[src/rtl/periph_axi_pkg.sv]
// periph_axi_pkg: shared widths, skid state enum and the R-last bit index
// for the peripheral AXI register slice.
package periph_axi_pkg;

  localparam int AW_W_C = 44;
  localparam int W_W_C  = 37;
  localparam int B_W_C  = 6;
  localparam int AR_W_C = 44;
  localparam int R_W_C  = 39;

  localparam int R_LAST_BIT = 0;

  typedef enum logic [1:0] {
    EMPTY,
    ONE,
    FULL
  } skid_state_e;

endpackage

[src/rtl/periph_axi_slice_if.sv]
// periph_axi_slice_if: five AXI-style channels (aw, w, b, ar, r) as
// valid/ready/msg triples. master drives aw/w/ar and the b/r readies.
interface periph_axi_slice_if
  import periph_axi_pkg::*;
#(
  parameter int AW_W = AW_W_C,
  parameter int W_W  = W_W_C,
  parameter int B_W  = B_W_C,
  parameter int R_W  = R_W_C
);

  logic            aw_valid;
  logic            aw_ready;
  logic [AW_W-1:0] aw_msg;
  logic            w_valid;
  logic            w_ready;
  logic [W_W-1:0]  w_msg;
  logic            b_valid;
  logic            b_ready;
  logic [B_W-1:0]  b_msg;
  logic            ar_valid;
  logic            ar_ready;
  logic [AW_W-1:0] ar_msg;
  logic            r_valid;
  logic            r_ready;
  logic [R_W-1:0]  r_msg;

  modport master (
    output aw_valid, aw_msg,
    input  aw_ready,
    output w_valid, w_msg,
    input  w_ready,
    input  b_valid, b_msg,
    output b_ready,
    output ar_valid, ar_msg,
    input  ar_ready,
    input  r_valid, r_msg,
    output r_ready
  );

  modport slave (
    input  aw_valid, aw_msg,
    output aw_ready,
    input  w_valid, w_msg,
    output w_ready,
    output b_valid, b_msg,
    input  b_ready,
    input  ar_valid, ar_msg,
    output ar_ready,
    output r_valid, r_msg,
    input  r_ready
  );

endinterface

[src/rtl/axi_skid_buf.sv]
// axi_skid_buf: 2-entry skid buffer, ready/valid/msg all from flops.
// Ports: clk_i, rst_i, in_valid_i/in_ready_o/in_msg_i, out_valid_o/out_ready_i/out_msg_o.
module axi_skid_buf
  import periph_axi_pkg::*;
#(
  parameter int WIDTH = 8
) (
  input  logic             clk_i,
  input  logic             rst_i,
  input  logic             in_valid_i,
  output logic             in_ready_o,
  input  logic [WIDTH-1:0] in_msg_i,
  output logic             out_valid_o,
  input  logic             out_ready_i,
  output logic [WIDTH-1:0] out_msg_o
);

  skid_state_e      state_q, state_d;
  logic [WIDTH-1:0] head_q, head_d;
  logic [WIDTH-1:0] skid_q, skid_d;
  logic             in_rdy_q, in_rdy_d;
  logic             out_vld_q, out_vld_d;
  logic             in_hs;
  logic             out_hs;

  assign in_hs  = in_valid_i & in_rdy_q;
  assign out_hs = out_vld_q & out_ready_i;

  always_comb begin
    state_d = state_q;
    head_d  = head_q;
    skid_d  = skid_q;
    unique case (state_q)
      EMPTY: begin
        if (in_hs) begin
          state_d = ONE;
          head_d  = in_msg_i;
        end
      end
      ONE: begin
        if (in_hs && !out_hs) begin
          state_d = FULL;
          skid_d  = in_msg_i;
        end else if (in_hs && out_hs) begin
          head_d = in_msg_i;
        end else if (out_hs) begin
          state_d = EMPTY;
        end
      end
      FULL: begin
        // oldest beat sits in head; the skid entry moves up when it leaves
        if (out_hs) begin
          state_d = ONE;
          head_d  = skid_q;
        end
      end
      default: state_d = EMPTY;
    endcase
    in_rdy_d  = (state_d != FULL);
    out_vld_d = (state_d != EMPTY);
  end

  always_ff @(posedge clk_i) begin
    if (rst_i) begin
      state_q   <= EMPTY;
      head_q    <= '0;
      skid_q    <= '0;
      in_rdy_q  <= 1'b1;
      out_vld_q <= 1'b0;
    end else begin
      state_q   <= state_d;
      head_q    <= head_d;
      skid_q    <= skid_d;
      in_rdy_q  <= in_rdy_d;
      out_vld_q <= out_vld_d;
    end
  end

  // reset forces the handshake outputs quiet during the reset cycle itself
  assign in_ready_o  = in_rdy_q & ~rst_i;
  assign out_valid_o = out_vld_q & ~rst_i;
  assign out_msg_o   = rst_i ? '0 : head_q;

endmodule

[src/rtl/periph_axi_slice.sv]
// periph_axi_slice: five skid-buffered AXI channels with outstanding limits.
// Ports: clock, reset, up (slave side), dn (master side), wr_cnt_o, rd_cnt_o.
module periph_axi_slice
  import periph_axi_pkg::*;
#(
  parameter int AW_W      = AW_W_C,
  parameter int W_W       = W_W_C,
  parameter int B_W       = B_W_C,
  parameter int R_W       = R_W_C,
  parameter int MAX_OUTST = 8
) (
  input  logic                clock,
  input  logic                reset,
  periph_axi_slice_if.slave   up,
  periph_axi_slice_if.master  dn,
  output logic [3:0]          wr_cnt_o,
  output logic [3:0]          rd_cnt_o
);

  localparam logic [3:0] MAX_C = 4'(MAX_OUTST);

  logic [3:0]     wr_cnt_q, wr_cnt_d;
  logic [3:0]     rd_cnt_q, rd_cnt_d;
  logic           aw_gate, ar_gate;
  logic           aw_vld_s, aw_rdy_s;
  logic           ar_vld_s, ar_rdy_s;
  logic           b_vld_s, r_vld_s;
  logic [R_W-1:0] r_msg_s;
  logic           wr_inc, wr_dec;
  logic           rd_inc, rd_dec;

  // gating from registered counts keeps the ready outputs flop-driven
  assign aw_gate  = (wr_cnt_q == MAX_C);
  assign ar_gate  = (rd_cnt_q == MAX_C);
  assign aw_vld_s = up.aw_valid & ~aw_gate;
  assign ar_vld_s = up.ar_valid & ~ar_gate;

  assign up.aw_ready = aw_rdy_s & ~aw_gate;
  assign up.ar_ready = ar_rdy_s & ~ar_gate;
  assign up.b_valid  = b_vld_s;
  assign up.r_valid  = r_vld_s;
  assign up.r_msg    = r_msg_s;

  axi_skid_buf #(.WIDTH(AW_W)) u_aw (
    .clk_i      (clock),
    .rst_i      (reset),
    .in_valid_i (aw_vld_s),
    .in_ready_o (aw_rdy_s),
    .in_msg_i   (up.aw_msg),
    .out_valid_o(dn.aw_valid),
    .out_ready_i(dn.aw_ready),
    .out_msg_o  (dn.aw_msg)
  );

  axi_skid_buf #(.WIDTH(W_W)) u_w (
    .clk_i      (clock),
    .rst_i      (reset),
    .in_valid_i (up.w_valid),
    .in_ready_o (up.w_ready),
    .in_msg_i   (up.w_msg),
    .out_valid_o(dn.w_valid),
    .out_ready_i(dn.w_ready),
    .out_msg_o  (dn.w_msg)
  );

  axi_skid_buf #(.WIDTH(B_W)) u_b (
    .clk_i      (clock),
    .rst_i      (reset),
    .in_valid_i (dn.b_valid),
    .in_ready_o (dn.b_ready),
    .in_msg_i   (dn.b_msg),
    .out_valid_o(b_vld_s),
    .out_ready_i(up.b_ready),
    .out_msg_o  (up.b_msg)
  );

  axi_skid_buf #(.WIDTH(AW_W)) u_ar (
    .clk_i      (clock),
    .rst_i      (reset),
    .in_valid_i (ar_vld_s),
    .in_ready_o (ar_rdy_s),
    .in_msg_i   (up.ar_msg),
    .out_valid_o(dn.ar_valid),
    .out_ready_i(dn.ar_ready),
    .out_msg_o  (dn.ar_msg)
  );

  axi_skid_buf #(.WIDTH(R_W)) u_r (
    .clk_i      (clock),
    .rst_i      (reset),
    .in_valid_i (dn.r_valid),
    .in_ready_o (dn.r_ready),
    .in_msg_i   (dn.r_msg),
    .out_valid_o(r_vld_s),
    .out_ready_i(up.r_ready),
    .out_msg_o  (r_msg_s)
  );

  assign wr_inc = aw_vld_s & aw_rdy_s;
  assign wr_dec = b_vld_s & up.b_ready;
  assign rd_inc = ar_vld_s & ar_rdy_s;
  assign rd_dec = r_vld_s & up.r_ready & r_msg_s[R_LAST_BIT];

  always_comb begin
    wr_cnt_d = wr_cnt_q;
    rd_cnt_d = rd_cnt_q;
    if (wr_inc && !wr_dec) begin
      wr_cnt_d = wr_cnt_q + 4'd1;
    end else if (!wr_inc && wr_dec && wr_cnt_q != 4'd0) begin
      wr_cnt_d = wr_cnt_q - 4'd1;
    end
    if (rd_inc && !rd_dec) begin
      rd_cnt_d = rd_cnt_q + 4'd1;
    end else if (!rd_inc && rd_dec && rd_cnt_q != 4'd0) begin
      rd_cnt_d = rd_cnt_q - 4'd1;
    end
  end

  always_ff @(posedge clock) begin
    if (reset) begin
      wr_cnt_q <= 4'd0;
      rd_cnt_q <= 4'd0;
    end else begin
      wr_cnt_q <= wr_cnt_d;
      rd_cnt_q <= rd_cnt_d;
    end
  end

  assign wr_cnt_o = wr_cnt_q;
  assign rd_cnt_o = rd_cnt_q;

endmodule

[src/flat_wrapper.sv]
// flat-port wrapper written by rule: the top's interface ports become plain ports
module periph_axi_slice_flat import periph_axi_pkg::*;
#(
  parameter int AW_W      = AW_W_C,
  parameter int W_W       = W_W_C,
  parameter int B_W       = B_W_C,
  parameter int R_W       = R_W_C,
  parameter int MAX_OUTST = 8
)
  (clock, reset, wr_cnt_o, rd_cnt_o, up_aw_valid, up_aw_msg, up_aw_ready, up_w_valid, up_w_msg, up_w_ready, up_b_valid, up_b_msg, up_b_ready, up_ar_valid, up_ar_msg, up_ar_ready, up_r_valid, up_r_msg, up_r_ready, dn_aw_valid, dn_aw_msg, dn_aw_ready, dn_w_valid, dn_w_msg, dn_w_ready, dn_b_valid, dn_b_msg, dn_b_ready, dn_ar_valid, dn_ar_msg, dn_ar_ready, dn_r_valid, dn_r_msg, dn_r_ready);
  periph_axi_slice_if #(.AW_W(AW_W), .W_W(W_W), .B_W(B_W), .R_W(R_W)) up_i ();
  periph_axi_slice_if #(.AW_W(AW_W), .W_W(W_W), .B_W(B_W), .R_W(R_W)) dn_i ();
  input  logic clock;
  input  logic reset;
  output logic [3:0] wr_cnt_o;
  output logic [3:0] rd_cnt_o;
  input wire logic [$bits(up_i.aw_valid)-1:0] up_aw_valid;
  input wire logic [$bits(up_i.aw_msg)-1:0] up_aw_msg;
  output wire logic [$bits(up_i.aw_ready)-1:0] up_aw_ready;
  input wire logic [$bits(up_i.w_valid)-1:0] up_w_valid;
  input wire logic [$bits(up_i.w_msg)-1:0] up_w_msg;
  output wire logic [$bits(up_i.w_ready)-1:0] up_w_ready;
  output wire logic [$bits(up_i.b_valid)-1:0] up_b_valid;
  output wire logic [$bits(up_i.b_msg)-1:0] up_b_msg;
  input wire logic [$bits(up_i.b_ready)-1:0] up_b_ready;
  input wire logic [$bits(up_i.ar_valid)-1:0] up_ar_valid;
  input wire logic [$bits(up_i.ar_msg)-1:0] up_ar_msg;
  output wire logic [$bits(up_i.ar_ready)-1:0] up_ar_ready;
  output wire logic [$bits(up_i.r_valid)-1:0] up_r_valid;
  output wire logic [$bits(up_i.r_msg)-1:0] up_r_msg;
  input wire logic [$bits(up_i.r_ready)-1:0] up_r_ready;
  output wire logic [$bits(dn_i.aw_valid)-1:0] dn_aw_valid;
  output wire logic [$bits(dn_i.aw_msg)-1:0] dn_aw_msg;
  input wire logic [$bits(dn_i.aw_ready)-1:0] dn_aw_ready;
  output wire logic [$bits(dn_i.w_valid)-1:0] dn_w_valid;
  output wire logic [$bits(dn_i.w_msg)-1:0] dn_w_msg;
  input wire logic [$bits(dn_i.w_ready)-1:0] dn_w_ready;
  input wire logic [$bits(dn_i.b_valid)-1:0] dn_b_valid;
  input wire logic [$bits(dn_i.b_msg)-1:0] dn_b_msg;
  output wire logic [$bits(dn_i.b_ready)-1:0] dn_b_ready;
  output wire logic [$bits(dn_i.ar_valid)-1:0] dn_ar_valid;
  output wire logic [$bits(dn_i.ar_msg)-1:0] dn_ar_msg;
  input wire logic [$bits(dn_i.ar_ready)-1:0] dn_ar_ready;
  input wire logic [$bits(dn_i.r_valid)-1:0] dn_r_valid;
  input wire logic [$bits(dn_i.r_msg)-1:0] dn_r_msg;
  output wire logic [$bits(dn_i.r_ready)-1:0] dn_r_ready;
  assign up_i.aw_valid = up_aw_valid;
  assign up_i.aw_msg = up_aw_msg;
  assign up_aw_ready = up_i.aw_ready;
  assign up_i.w_valid = up_w_valid;
  assign up_i.w_msg = up_w_msg;
  assign up_w_ready = up_i.w_ready;
  assign up_b_valid = up_i.b_valid;
  assign up_b_msg = up_i.b_msg;
  assign up_i.b_ready = up_b_ready;
  assign up_i.ar_valid = up_ar_valid;
  assign up_i.ar_msg = up_ar_msg;
  assign up_ar_ready = up_i.ar_ready;
  assign up_r_valid = up_i.r_valid;
  assign up_r_msg = up_i.r_msg;
  assign up_i.r_ready = up_r_ready;
  assign dn_aw_valid = dn_i.aw_valid;
  assign dn_aw_msg = dn_i.aw_msg;
  assign dn_i.aw_ready = dn_aw_ready;
  assign dn_w_valid = dn_i.w_valid;
  assign dn_w_msg = dn_i.w_msg;
  assign dn_i.w_ready = dn_w_ready;
  assign dn_i.b_valid = dn_b_valid;
  assign dn_i.b_msg = dn_b_msg;
  assign dn_b_ready = dn_i.b_ready;
  assign dn_ar_valid = dn_i.ar_valid;
  assign dn_ar_msg = dn_i.ar_msg;
  assign dn_i.ar_ready = dn_ar_ready;
  assign dn_i.r_valid = dn_r_valid;
  assign dn_i.r_msg = dn_r_msg;
  assign dn_r_ready = dn_i.r_ready;
  periph_axi_slice #(.AW_W(AW_W), .W_W(W_W), .B_W(B_W), .R_W(R_W), .MAX_OUTST(MAX_OUTST)) u_core (.clock(clock), .reset(reset), .up(up_i), .dn(dn_i), .wr_cnt_o(wr_cnt_o), .rd_cnt_o(rd_cnt_o));
endmodule
[config.mk]
export PLATFORM = sky130hd
export DESIGN_NAME = periph_axi_slice_flat
export DESIGN_NICKNAME = d
export VERILOG_FILES = /design/src/rtl/periph_axi_pkg.sv /design/src/rtl/periph_axi_slice_if.sv /design/src/rtl/axi_skid_buf.sv /design/src/rtl/periph_axi_slice.sv /design/src/flat_wrapper.sv
export SDC_FILE = /design/constraint.sdc
export NUM_CORES = 1
export LEC_CHECK = 0
export ABC_AREA = 1
export CAP_MARGIN = 25
export CORE_MARGIN = 5
export CORE_UTILIZATION = 50
export CTS_BUF_LIST = sky130_fd_sc_hd__clkbuf_8
export CTS_CLUSTER_SIZE = 30
export DETAILED_ROUTE_END_ITERATION = 10
export PLACE_DENSITY = 0.8
export SETUP_SLACK_MARGIN = 0.5
export SLEW_MARGIN = 30
export SYNTH_ARGS = -nofsm -noshare
export SYNTH_HDL_FRONTEND = slang
export SYNTH_SLANG_ARGS = --single-unit
[constraint.sdc]
create_clock -name clock -period 2.3 [get_ports clock]
set_input_delay 0.46 -clock clock [delete_from_list [all_inputs] [get_ports clock]]
set_output_delay 0.46 -clock clock [all_outputs]
set_load 0.02 [all_outputs]
======== Word level (Yosys, flattened, before mapping) ========
Index checks and enable logic that the tools add are counted.
operators by class
  muxes and demuxes ....................... 64
  bitwise operators ....................... 32
  add/subtract/negate cells ............... 4
  reduce and logical (&&, ||, !) cells .... 54
  $lt $le $gt $ge ......................... 0
  $mul .................................... 0
  divide/modulo/power cells ............... 0
  eq/ne operators ......................... 37
  shifts and indexed selects .............. 0
operators by type and width
  kind                                           number
  two-way mux 44 bit                             10
  case mux 44 bit (3 select lines)               2
  two-way mux 39 bit                             5
  two-way mux 37 bit                             5
  case mux 39 bit (3 select lines)               1
  case mux 37 bit (3 select lines)               1
  two-way mux 2 bit                              25
  inequality test 2 bit, second input constant   25
  two-way mux 6 bit                              5
  case mux 2 bit (3 select lines)                5
  bitwise AND 1 bit                              29
  AND reduction 5 bit                            5
  case mux 6 bit (3 select lines)                1
  logical AND 1 bit                              16
  two-way mux 4 bit                              4
  nonzero test 3 bit                             5
  nonzero test 2 bit                             7
  == test 2 x 1 -> 1 bit, second input constant  5
  == test 2 bit, second input constant           5
  zero test 2 bit                                5
  AND reduction 2 bit                            5
  zero test 1 bit                                9
  adder 4 x 1 -> 4 bit, second input constant    2
  == test 4 bit, second input constant           2
  other kinds (3)                                7
storage, ports and cells
  latch bits .............................. 0
  memory bits (writable) .................. 0
  memories ................................ 0
  bits of input ports ..................... 182
  register bits after elaboration ......... 368
  bits in read-only memories .............. 0
  output and inout bits ................... 188
  logic and storage cells ................. 218

======== Logic depth before layout (Yosys ltp) ========
  word-level depth ........................ 9
  mapped depth ............................ 14
  mapped depth without buffers ............ 14

======== Hierarchy ========
Synthesis repeated with hierarchy kept, for this count alone.
unflattened totals
  cell total of the unflattened synthesis .. 2744
  area, all modules ....................... 17682.0 µm²
by module, submodules not included
  module                           cells an instance  sequential area each (µm²)  instances  area each (µm²)
  axi_skid_buf at u_core.u_ar ...  692                1841.8                      2          4275.4
  axi_skid_buf at u_core.u_r       589                1641.6                      1          3895.0
  axi_skid_buf at u_core.u_w       559                1561.5                      1          3756.1
  axi_skid_buf at u_core.u_b       123                320.3                       1          807.0
  periph_axi_slice                 89                 160.2                       1          673.1

======== Least setup slack after synthesis ========
No wires, ideal clock.
  kind .................................... input to register
  from .................................... input reset
  to ...................................... register u_core.rd_cnt_q[3], in the netlist u_core.rd_cnt_o[3]
  path buffers ............................ 1
  arrival ................................. 2.183 ns
  path slack .............................. 0.007 ns
  cell stages on the path ................. 13
  required time ........................... 2.190 ns
  setup time .............................. 0.110 ns
  path through ............................ buf_2 -> nor2_1 -> nand2_1 -> nand4_1 -> ha_1 -> nand2_1 -> nand2_1 -> nor2_1 -> inv_1 -> o21ai_0 -> nand3_1 -> nand2_1 -> nor2_1
on the way
  elaborated cells between the ends (all ways) .. 14
  classes of those cells .................. mux (2); bitwise (6); reduce/logical (6)
RTL lines
  element                                                         line                                              text
  start, declared                                                 flat_wrapper.sv:14                                input logic reset;
  two-way mux 39 bit *                                            axi_skid_buf.sv:82                                assign out_msg_o = rst_i ? '0 : head_q;
  named net up_r_msg[0]                                           flat_wrapper.sv:30                                output wire logic [$bits(up_i.r_msg)-1:0] up_r_msg;
  bitwise AND 1 bit *                                             periph_axi_slice.sv:102                           assign rd_dec = r_vld_s & up.r_ready & r_msg_s[R_LAST_BIT];
  zero test 1 bit / logical AND 1 bit (equally long branches)     periph_axi_slice.sv:112, periph_axi_slice.sv:114
  logical AND 1 bit (on tied branches)                            periph_axi_slice.sv:112, periph_axi_slice.sv:114
  two-way mux 4 bit / nonzero test 2 bit (equally long branches)  --
  end signal, assigned                                            periph_axi_slice.sv:125                           rd_cnt_q <= rd_cnt_d;
  end, declared                                                   periph_axi_slice.sv:23                            logic [3:0] rd_cnt_q, rd_cnt_d;
The timed path passes the listed nets; every way through them passes the cells marked *.
A chain may end at the register's enable or synchronous reset.

======== Final worst setup path ========
  from .................................... register u_core.rd_cnt_q[3], in the netlist u_core.rd_cnt_o[3]
  to ...................................... output up_ar_ready
on the way
  cells in the longest elaborated chain, start to end .. 3
RTL lines
  element            line                    text
  == test 4 bit      periph_axi_slice.sv:34  assign ar_gate = (rd_cnt_q == MAX_C);
  NOT 1 bit          periph_axi_slice.sv:39  assign up.ar_ready = ar_rdy_s & ~ar_gate;
  bitwise AND 1 bit  periph_axi_slice.sv:39
  end, declared      flat_wrapper.sv:28      output wire logic [$bits(up_i.ar_ready)-1:0] up_ar_ready;
No other way between the ends.

==> flow_metrics.tcl <==
set metrics [dict create \
    status "finished clean" \
    pre_cts_slack_ps -201 \
    synth-edff-count 0 \
    grt_usage_pct 25.0 \
    synth_cell_types 32 \
    clock-sinks 368 \
    firstDrtPassIters 5 \
    wl_um 47100 \
    post-route-min-period_ps 1870 \
    multi_input_area_mm2 0.00688 \
    final_hold_viol_count 0 \
    cap_viol_max_count 0 \
    async_flop_share_pct 0 \
    synthTopCellsByArea "dfxtp_1 (46%), nor2_1 (11%), o21ai_0 (11%), nand2_1 (9.1%), inv_1 (6.4%)" \
    synth_common_cells "nor2_1 (471), nand2_1 (387), dfxtp_1 (368)" \
    synth_ff_type "dfxtp_1" \
    postLayoutCellArea_mm2 0.0207 \
    core_region_area_mm2 0.0315 \
    rsz0062_at_grt "yes" \
    fillerInstances 2719 \
    vias_per_cell 5.14 \
    cts.htree.levels 2 \
    start_kind "flip-flop" \
    drtAntennaViolNets 0 \
    vdd_drop_max_mv 0.467 \
    initial_core_util_pct 50.4 \
    tightest_slew_ps 738 \
    synth_top_cell_by_area "dfxtp_1" \
    fp.dieH_um 188 \
    post-place-cells 2972 \
    end_kind "primary output" \
    yosys_warnings 0 \
    clock_skew_ps 20.8 \
    syn2layout_area_growth_pct 30.3 \
    cts_made_buffers 58 \
    final_cells 3096 \
    hold_path.class "input port to flip-flop" \
    io_pins 370 \
    ctsRootBufferMaster "clkbuf_8" \
    io_buffer_count 369 \
    cts.clk_slew.worst_paths_ps 60 \
    routabilityCongestion 0.869 \
    nets 2837 \
    power.leakage_nw 9.35 \
    place_hpwl_um 31000 \
    vias 15900 \
    die_area_mm2 0.0354 \
    regArea_mm2 0.00739 \
    overflow 0 \
    min_period_over_period_pct 81.3 \
    synth_most_common_cell "nor2_1" \
    clk_latency_ps 570 \
    worstPathArrival_ps 1410 \
    grt_pass1_vias 15400 \
    dpl_cell_area_mm2 0.0200 \
    die_width_um 188 \
    cp.required_ps 1840 \
    grt_pass1_wl_um 75300 \
    dr.first_iter.drc_count 1097 \
    relSlewSlack_pct 50.8 \
    synth_area_per_cell_um2 6.86 \
    cts.path.max_buffers 3 \
    post-route-util_pct 65.7 \
    ys_seq_elements 368 \
    setup_viol 0 \
    avgRoutedWirePerCell_um 15.2 \
    cts_tree "done" \
    layout_setup_ws_ps 429 \
    antenna_found_initial 4 \
    synth_nets 2502 \
    powerDensity_mw_per_mm2 832 \
    syn-cell-area_mm2 0.0159 \
    cp_max_fo 3 \
    row_count 65 \
    critical_path_class "flip-flop to primary output" \
    route.detailed.drc 0 \
    fmax_ghz 0.535 \
    netlist_instances 2314 \
    finalPower_mw 17.2 \
    grt_start_max_net_pins 169 \
    synth_top_area_share_pct 46.4 \
    synth-seq-area-share_pct 46.4 \
    drive_gt1_share_pct 14.4 \
    drv_slew 0 \
]
[cell usage in the layout, fill, tap and decap left out, types with 3 or more instances in the layout]
cell / instances
dfxtp_1: 360
dfxtp_4: 6
a211oi_1: 19
o21ai_4: 3
nor2_1: 456
o21ai_0: 346
clkdlybuf4s15_2: 12
diode_2: 3
nand2_1: 385
nand2_2: 6
o21ai_1: 33
clkinv_2: 5
buf_4: 55
clkdlybuf4s50_1: 179
clkbuf_8: 73
inv_2: 5
buf_12: 16
ha_1: 3
clkbuf_2: 6
nor2_2: 14
a21oi_1: 131
inv_1: 290
buf_2: 154
nand3_1: 6
nor2_4: 5
buf_6: 7
a31oi_1: 84
[metrics by stage]
| step | hold WS [ps] | TNS, ps |
|---|---|---|
| finish | 184 | 0 |
| global route | 141 | 0 |
| CTS | 166 | 0 |
| detailed placement | 439 | -536 |
| global placement | 432 | -269 |
| floorplan | 424 | 0 |
[where the power goes]
part           switching, mW  leakage, nW  total, mW  internal, mW
Clock                   2.47        0.690       5.52          3.05
Combinational           2.55         5.63       4.11          1.56
Sequential             0.345         3.03       7.57          7.23
[layer usage]
layer | GRT usage [%] | wire length (µm)
met1 | 31.2 | 19400
met2 | 41.0 | 21900
met3 | 6.06 | 3720
met4 | 11.5 | 2070
met5 | 0 | 13
[flip-flops by register name, summed over array words and instances (netlist names), 37 cells and up]
signal              cells
u_core.u_ar.head_q     44
u_core.u_ar.skid_q     44
u_core.u_aw.head_q     44
u_core.u_aw.skid_q     44
u_core.u_r.head_q      39
u_core.u_r.skid_q      39
u_core.u_w.head_q      37
u_core.u_w.skid_q      37
[critical path, cell delays in order, from the launching register on]
cell and delay, ps:
dfxtp_2 330, inv_2 50, nor2_4 100, nand2_2 70, and3_4 150, buf_6 130
[timing repair]
action,in CTS,in global routing
pin swaps,6,11
gates cloned,1,2
buffers inserted,14,2
gates resized for setup,679,129
hold buffers,0,0
endpoints found under the setup margin,192,247
[cell families after synthesis]
| group | synth area share [%] |
|---|---|
| AOI/OAI and AO/OA | 20.6 |
| xor gates and xnor gates | 0.110 |
| adders and majority gates | 0.567 |
| buffers and inverters | 11.1 |
| DFF | 46.4 |
| and+or+nand+nor | 21.2 |
[area by class of cell]
| type | count | area share (%) |
|---|---|---|
| clock inverters | 29 | 0.810 |
| inverters | 276 | 5.05 |
| diodes | 3 | 0.0363 |
| multi-input cells | 1508 | 33.2 |
| flip-flops and latches | 368 | 35.7 |
| well taps | 402 | 2.43 |
| repair buffers | 437 | 17.8 |
| clock buffers | 73 | 4.86 |
[worst paths after layout]
| kind | from | end | slack, ps | cells after the start |
|---|---|---|---|---|
| setup / recovery | u_core.rd_cnt_o[3] | up_ar_ready | 430 | 5 |
| hold / removal | reset | u_core.u_ar.head_q[3] | 180 | 2 |
| setup reg to reg | u_core.rd_cnt_o[3] | u_core.rd_cnt_o[3] | 430 | 14 |
| hold reg to reg | u_core.u_b.skid_q[5] | u_core.u_b.skid_q[5] | 440 | 2 |
No activity file was read; power rests on OpenSTA's default activity.
